==> src/rtl/csa_resolve_adder.sv <==
// csa_resolve_adder
//   Resolves a redundant (sum, carry) pair from a carry-save tree into a
//   binary result, CHUNK bits per cycle, LSB chunk first. A single operation
//   is in flight at a time: IDLE accepts, ADD ripples the chunks, and DONE
//   holds the result until the consumer takes it.
//
// Parameters
//   WIDTH  operand/result width (multiple of CHUNK)
//   CHUNK  bits resolved per ADD cycle
//   TAG_W  reservation-station tag width
//
// Ports
//   clk, rst_n          clock, async active-low reset
//   flush               synchronous discard of the in-flight operation
//   in_valid/in_ready   operand handshake (ready only in IDLE)
//   in_sum, in_carry    redundant operand pair (carry already weight-aligned)
//   in_tag              tag travelling with the operation
//   out_valid/out_ready result handshake (valid only in DONE)
//   out_result          (in_sum + in_carry) mod 2^WIDTH
//   out_tag             tag captured at accept
//   out_cout            carry out of bit WIDTH-1 (only with CSA_RESOLVE_COUT_EN)
//
// Build option
//   CSA_RESOLVE_COUT_EN  adds the out_cout port; without it the final
//                        running carry is dropped.

module csa_resolve_adder #(
  parameter int WIDTH = 64,
  parameter int CHUNK = 16,
  parameter int TAG_W = 4
) (
  input  logic             clk,
  input  logic             rst_n,
  input  logic             flush,
  input  logic             in_valid,
  output logic             in_ready,
  input  logic [WIDTH-1:0] in_sum,
  input  logic [WIDTH-1:0] in_carry,
  input  logic [TAG_W-1:0] in_tag,
  output logic             out_valid,
  input  logic             out_ready,
  output logic [WIDTH-1:0] out_result,
`ifdef CSA_RESOLVE_COUT_EN
  output logic             out_cout,
`endif
  output logic [TAG_W-1:0] out_tag
);

  localparam int NCHUNK = WIDTH / CHUNK;
  localparam int IDX_W  = (NCHUNK > 1) ? $clog2(NCHUNK) : 1;
  localparam logic [IDX_W-1:0] LAST_IDX = IDX_W'(NCHUNK - 1);

  typedef enum logic [1:0] {IDLE, ADD, DONE} state_e;

  state_e state_q, state_d;

  // Operands and result viewed as arrays of chunks so the active chunk is a
  // plain index by idx_q.
  logic [NCHUNK-1:0][CHUNK-1:0] sum_q, sum_d;
  logic [NCHUNK-1:0][CHUNK-1:0] carry_q, carry_d;
  logic [NCHUNK-1:0][CHUNK-1:0] result_q, result_d;
  logic [TAG_W-1:0]             tag_q, tag_d;
  logic [IDX_W-1:0]             idx_q, idx_d;
  logic                         rc_q, rc_d;

  logic [CHUNK:0]               chunk_sum;
  logic                         last_chunk;

`ifdef CSA_RESOLVE_COUT_EN
  logic cout_q, cout_d;
`endif

  // One CHUNK-wide adder, reused every ADD cycle.
  assign chunk_sum  = {1'b0, sum_q[idx_q]} + {1'b0, carry_q[idx_q]} + {{CHUNK{1'b0}}, rc_q};
  assign last_chunk = (idx_q == LAST_IDX);

  always_comb begin
    state_d  = state_q;
    sum_d    = sum_q;
    carry_d  = carry_q;
    result_d = result_q;
    tag_d    = tag_q;
    idx_d    = idx_q;
    rc_d     = rc_q;
`ifdef CSA_RESOLVE_COUT_EN
    cout_d   = cout_q;
`endif

    unique case (state_q)
      IDLE: begin
        // Operands are only captured here, so later input wiggles cannot
        // disturb an operation already in flight.
        if (in_valid && !flush) begin
          sum_d   = in_sum;
          carry_d = in_carry;
          tag_d   = in_tag;
          idx_d   = '0;
          rc_d    = 1'b0;
`ifdef CSA_RESOLVE_COUT_EN
          cout_d  = 1'b0;
`endif
          state_d = ADD;
        end
      end
      ADD: begin
        result_d[idx_q] = chunk_sum[CHUNK-1:0];
        rc_d            = chunk_sum[CHUNK];
        idx_d           = idx_q + 1'b1;
        if (last_chunk) begin
`ifdef CSA_RESOLVE_COUT_EN
          cout_d  = chunk_sum[CHUNK];
`endif
          state_d = DONE;
        end
      end
      DONE: begin
        if (out_ready) state_d = IDLE;
      end
      default: state_d = IDLE;
    endcase

    // Flush wins over both accept and the output handshake.
    if (flush) state_d = IDLE;
  end

  always_ff @(posedge clk or negedge rst_n) begin
    if (!rst_n) begin
      state_q  <= IDLE;
      sum_q    <= '0;
      carry_q  <= '0;
      result_q <= '0;
      tag_q    <= '0;
      idx_q    <= '0;
      rc_q     <= 1'b0;
`ifdef CSA_RESOLVE_COUT_EN
      cout_q   <= 1'b0;
`endif
    end else begin
      state_q  <= state_d;
      sum_q    <= sum_d;
      carry_q  <= carry_d;
      result_q <= result_d;
      tag_q    <= tag_d;
      idx_q    <= idx_d;
      rc_q     <= rc_d;
`ifdef CSA_RESOLVE_COUT_EN
      cout_q   <= cout_d;
`endif
    end
  end

  assign in_ready   = (state_q == IDLE);
  assign out_valid  = (state_q == DONE);
  assign out_result = result_q;
  assign out_tag    = tag_q;
`ifdef CSA_RESOLVE_COUT_EN
  assign out_cout   = cout_q;
`endif

endmodule

==> config.mk <==
export PLATFORM = sky130hd
export DESIGN_NAME = csa_resolve_adder
export DESIGN_NICKNAME = d
export VERILOG_FILES = /design/src/rtl/csa_resolve_adder.sv
export SDC_FILE = /design/constraint.sdc
export NUM_CORES = 1
export LEC_CHECK = 0
export BUFFER_PORTS_ARGS = -buffer_cell sky130_fd_sc_hd__buf_2
export CORE_MARGIN = 1
export CORE_UTILIZATION = 45
export CTS_BUF_LIST = sky130_fd_sc_hd__clkbuf_8
export DETAILED_ROUTE_END_ITERATION = 10
export GPL_ROUTABILITY_DRIVEN = 0
export GPL_TIMING_DRIVEN = 0
export PLACE_DENSITY = 0.73
export SKIP_LAST_GASP = 1
export SLEW_MARGIN = 20
export SYNTH_ARGS = -nofsm -noshare
export SYNTH_HDL_FRONTEND = slang
export SYNTH_SLANG_ARGS = --single-unit
==> constraint.sdc <==
create_clock -name clk -period 4 [get_ports clk]
set_clock_uncertainty 0.05 [all_clocks]
set_input_delay 0.8 -clock clk [delete_from_list [all_inputs] [get_ports clk]]
set_output_delay 0.8 -clock clk [all_outputs]
set_load 0.03 [all_outputs]
==> out/qor.yml <==
die-area_um2: 20700
tns_ns: 0
first_pass_iters: 5
yosysSeqAreaShare_pct: 55.7
switching_share_pct: 43.1
drc_errors: 0
synthFlopType: "dfrtp_1"
nNetsFinal: 1347
final_area_um2: 11200
placed_area_um2: 10500
cts.sinks: 201
fin_crit_sh_pct: 95.3
fp.dieH_um: 144
yosysUniqueCellTypes: 41
endpoint_kind: "flip-flop"
num_vias: 7595
maxSlewViolCount: 0
drt-total-wl_mm: 25.4
yosys_warnings: 0
async_reset_ff_share_pct: 100
hold_class: "in2async"
synth_seq_cells: 201
r2r-end: "out_result[56]"
grtUsageTotal_pct: 26.0
syn-instance-count: 944
critPathBufInv: 3
critPathSlowestCell: "fa_1"
worstSetupStartpoint: "idx_q[1]"
seq_power_share_pct: 32.5
rsz0062_at_grt: "no"
setup_slack_ns: 0.190
dp_slack_ns: -0.0923
port_buffers: 206
crit_cells: 12
synth_nets: 1102
arrival_ns: 4.13
path_cells: "clkbuf_1, buf_2, mux4_2, fa_1, inv_1, fa_1, nand2b_1, a21oi_1, nor2_1, o21ai_0, xnor2_1, o21ai_0"
h-tree-depth: 2
power_density_nw_per_um2: 816
crit_end: "out_result[56]"
fill_cells: 1796
post_drt_wl_per_cell_um: 17.2
status: "finished, final reports clean"
cp_top_family: "buffers and inverters"
synth_edf_count: 0
start_kind: "flip-flop"
design_power_total_mw: 9.16
rows: 51
numCtsBuffers: 35
drive_gt1_share_pct: 27.3
r2r_cells: 12
seq_area_um2: 5030
cap_violations: 0
fp.coreArea_um2: 19600
hold_viol: 0
drt-initial-drc-count: 497
root_buffer: "clkbuf_8"
overflow: 0
chipWidth_um: 144
antenna_found_initial: 0
antenna_cells: 0
cts_setup_buffers: 0
syn_to_final_growth_pct: 24.2
internal-power_mw: 5.22
cts_tree: "built"
multi_input_area_um2: 3760
avgViaCountPerCell: 5.14
clock_latency_ns: 0.53
cp_data_required_time_ns: 4.32
grt_max_degree: 90
reg2reg_from: "idx_q[1]"
maxClockFrequency_ghz: 0.262
slew_headroom_pct: 52.4
crit_type: "reg2reg"
grt_pass1_wl_mm: 40.5
first_global_vias: 7778
ios: 207
power_frac_comb_pct: 45.5
avgSynthCellArea_um2: 9.57
clock_path_buffers: 3
hpwlAfterDp_mm: 18.8
syn_area_um2: 9040
crit_path_max_fanout: 10
final_cell_mix: "nand2_1, buf_2, dfrtp_1"
layout_commonest_cell: "nand2_1"
start_util_pct: 46.1
fin_crit_ns: 3.81
cellLeakagePower_nw: 5.92
pwr-share-clk_pct: 22.0
worstMarginPinSlew_ns: 0.713
regToRegSetupSlack_ns: 0.19
p_sw_mw: 3.95
cp_slowest_stage_delay_ns: 0.46
setup_violations: 0
ant_nets: 0
clk_pin_slew_worst_paths_ns: 0.07
vdd_drop_max_mv: 0.387
==> routing by layer <==
| layer | vias up | part of all wire (%) | wire length (um) | GRT usage, % |
|---|---|---|---|---|
| met5 | - | 0 | 0 | 0 |
| met4 | 0 | 2.7 | 696 | 10.5 |
| met3 | 47 | 6.2 | 1580 | 4.40 |
| met2 | 306 | 47 | 12000 | 42.6 |
| met1 | 3658 | 44 | 11200 | 34.5 |
| li1 | 3584 | - | - | - |
==> area by class of cell <==
type                       instances  share of cell area [%]
sequential                       201                    44.8
multi-input combinational        684                    33.5
timing repair buffer             208                    9.77
clock buffer                      45                    5.52
tap                              265                    2.95
buffer                            53                    2.03
clock inverter                    17                    1.22
inverter                           6                   0.201
==> state kept, by name, summed over array words and instances, names as in the netlist <==
register    flops
carry_q        64
sum_q          64
state_q         2
out_result     64
out_tag         4
idx_q           2
rc_q            1
==> worst min-delay path by stage <==
stage,start,end,cells past startpoint,slack [ns]
finish,rst_n,out_tag[1],1,0.08
global route,rst_n,carry_q[52],1,0.08
CTS,rst_n,out_tag[2],1,0.08
detailed placement,carry_q[61],carry_q[61],2,0.41
global placement,carry_q[34],carry_q[34],2,0.40
floorplan,carry_q[32],carry_q[32],2,0.39
==> kinds of logic (layout without fill, tap and decap cells) <==
| kind of cell | after synthesis | in the layout | synth area share [%] |
|---|---|---|---|
| fa+ha+maj | 21 | 21 | 3.07 |
| xor+xnor | 12 | 12 | 1.25 |
| mux | 36 | 36 | 8.47 |
| flops | 201 | 201 | 55.7 |
| simple gates | 505 | 505 | 21.7 |
| compound gates | 110 | 110 | 7.10 |
| buf+inv | 59 | 329 | 2.76 |
==> metrics by stage <==
step                      instances  hold slack (ns)  utilization, %
after floorplan                 944            0.390               -
after global placement         1415            0.403            53.1
after detailed placement       1417            0.409            53.4
after CTS                      1479           0.0763            57.3
after global routing           1479           0.0789            57.3
final                          1479           0.0839            57.3
==> cell usage after synthesis, drive strengths merged, types with 2 or more instances <==
cell type | count | area share (%)
nand2b | 7 | 0.48
inv | 6 | 0.25
fa | 2 | 0.44
o211ai | 3 | 0.25
ha | 19 | 2.6
mux2 | 4 | 0.50
nor2b | 4 | 0.28
o21ai | 68 | 3.8
o2111ai | 2 | 0.19
a21o | 4 | 0.33
nor2 | 10 | 0.42
dfrtp | 201 | 56
a31oi | 4 | 0.42
buf | 22 | 1.2
xnor2 | 6 | 0.58
and2 | 2 | 0.14
nand3 | 5 | 0.28
nand4 | 2 | 0.14
nor3 | 5 | 0.33
clkbuf | 31 | 1.3
a21oi | 20 | 1.1
mux4 | 32 | 8.0
nand2 | 466 | 19
a211oi | 3 | 0.30
xor2 | 6 | 0.66
==> power by group through the flow <==
stage	clock network, mW	logic, mW	registers (mW)
after detailed placement	0	4.16	3.00
after CTS	2.04	4.18	2.97
after global routing	2.14	4.57	3.04
final	2.02	4.17	2.98
after floorplan	0	2.31	3.48
after global placement	0	4.06	2.98
==> what timing repair did <==
action,4_1_cts,5_1_grt
gates resized for setup,1,1
hold buffers,0,0
setup endpoints to repair,8,3
Note: power is estimated with default switching activity, not from simulation.
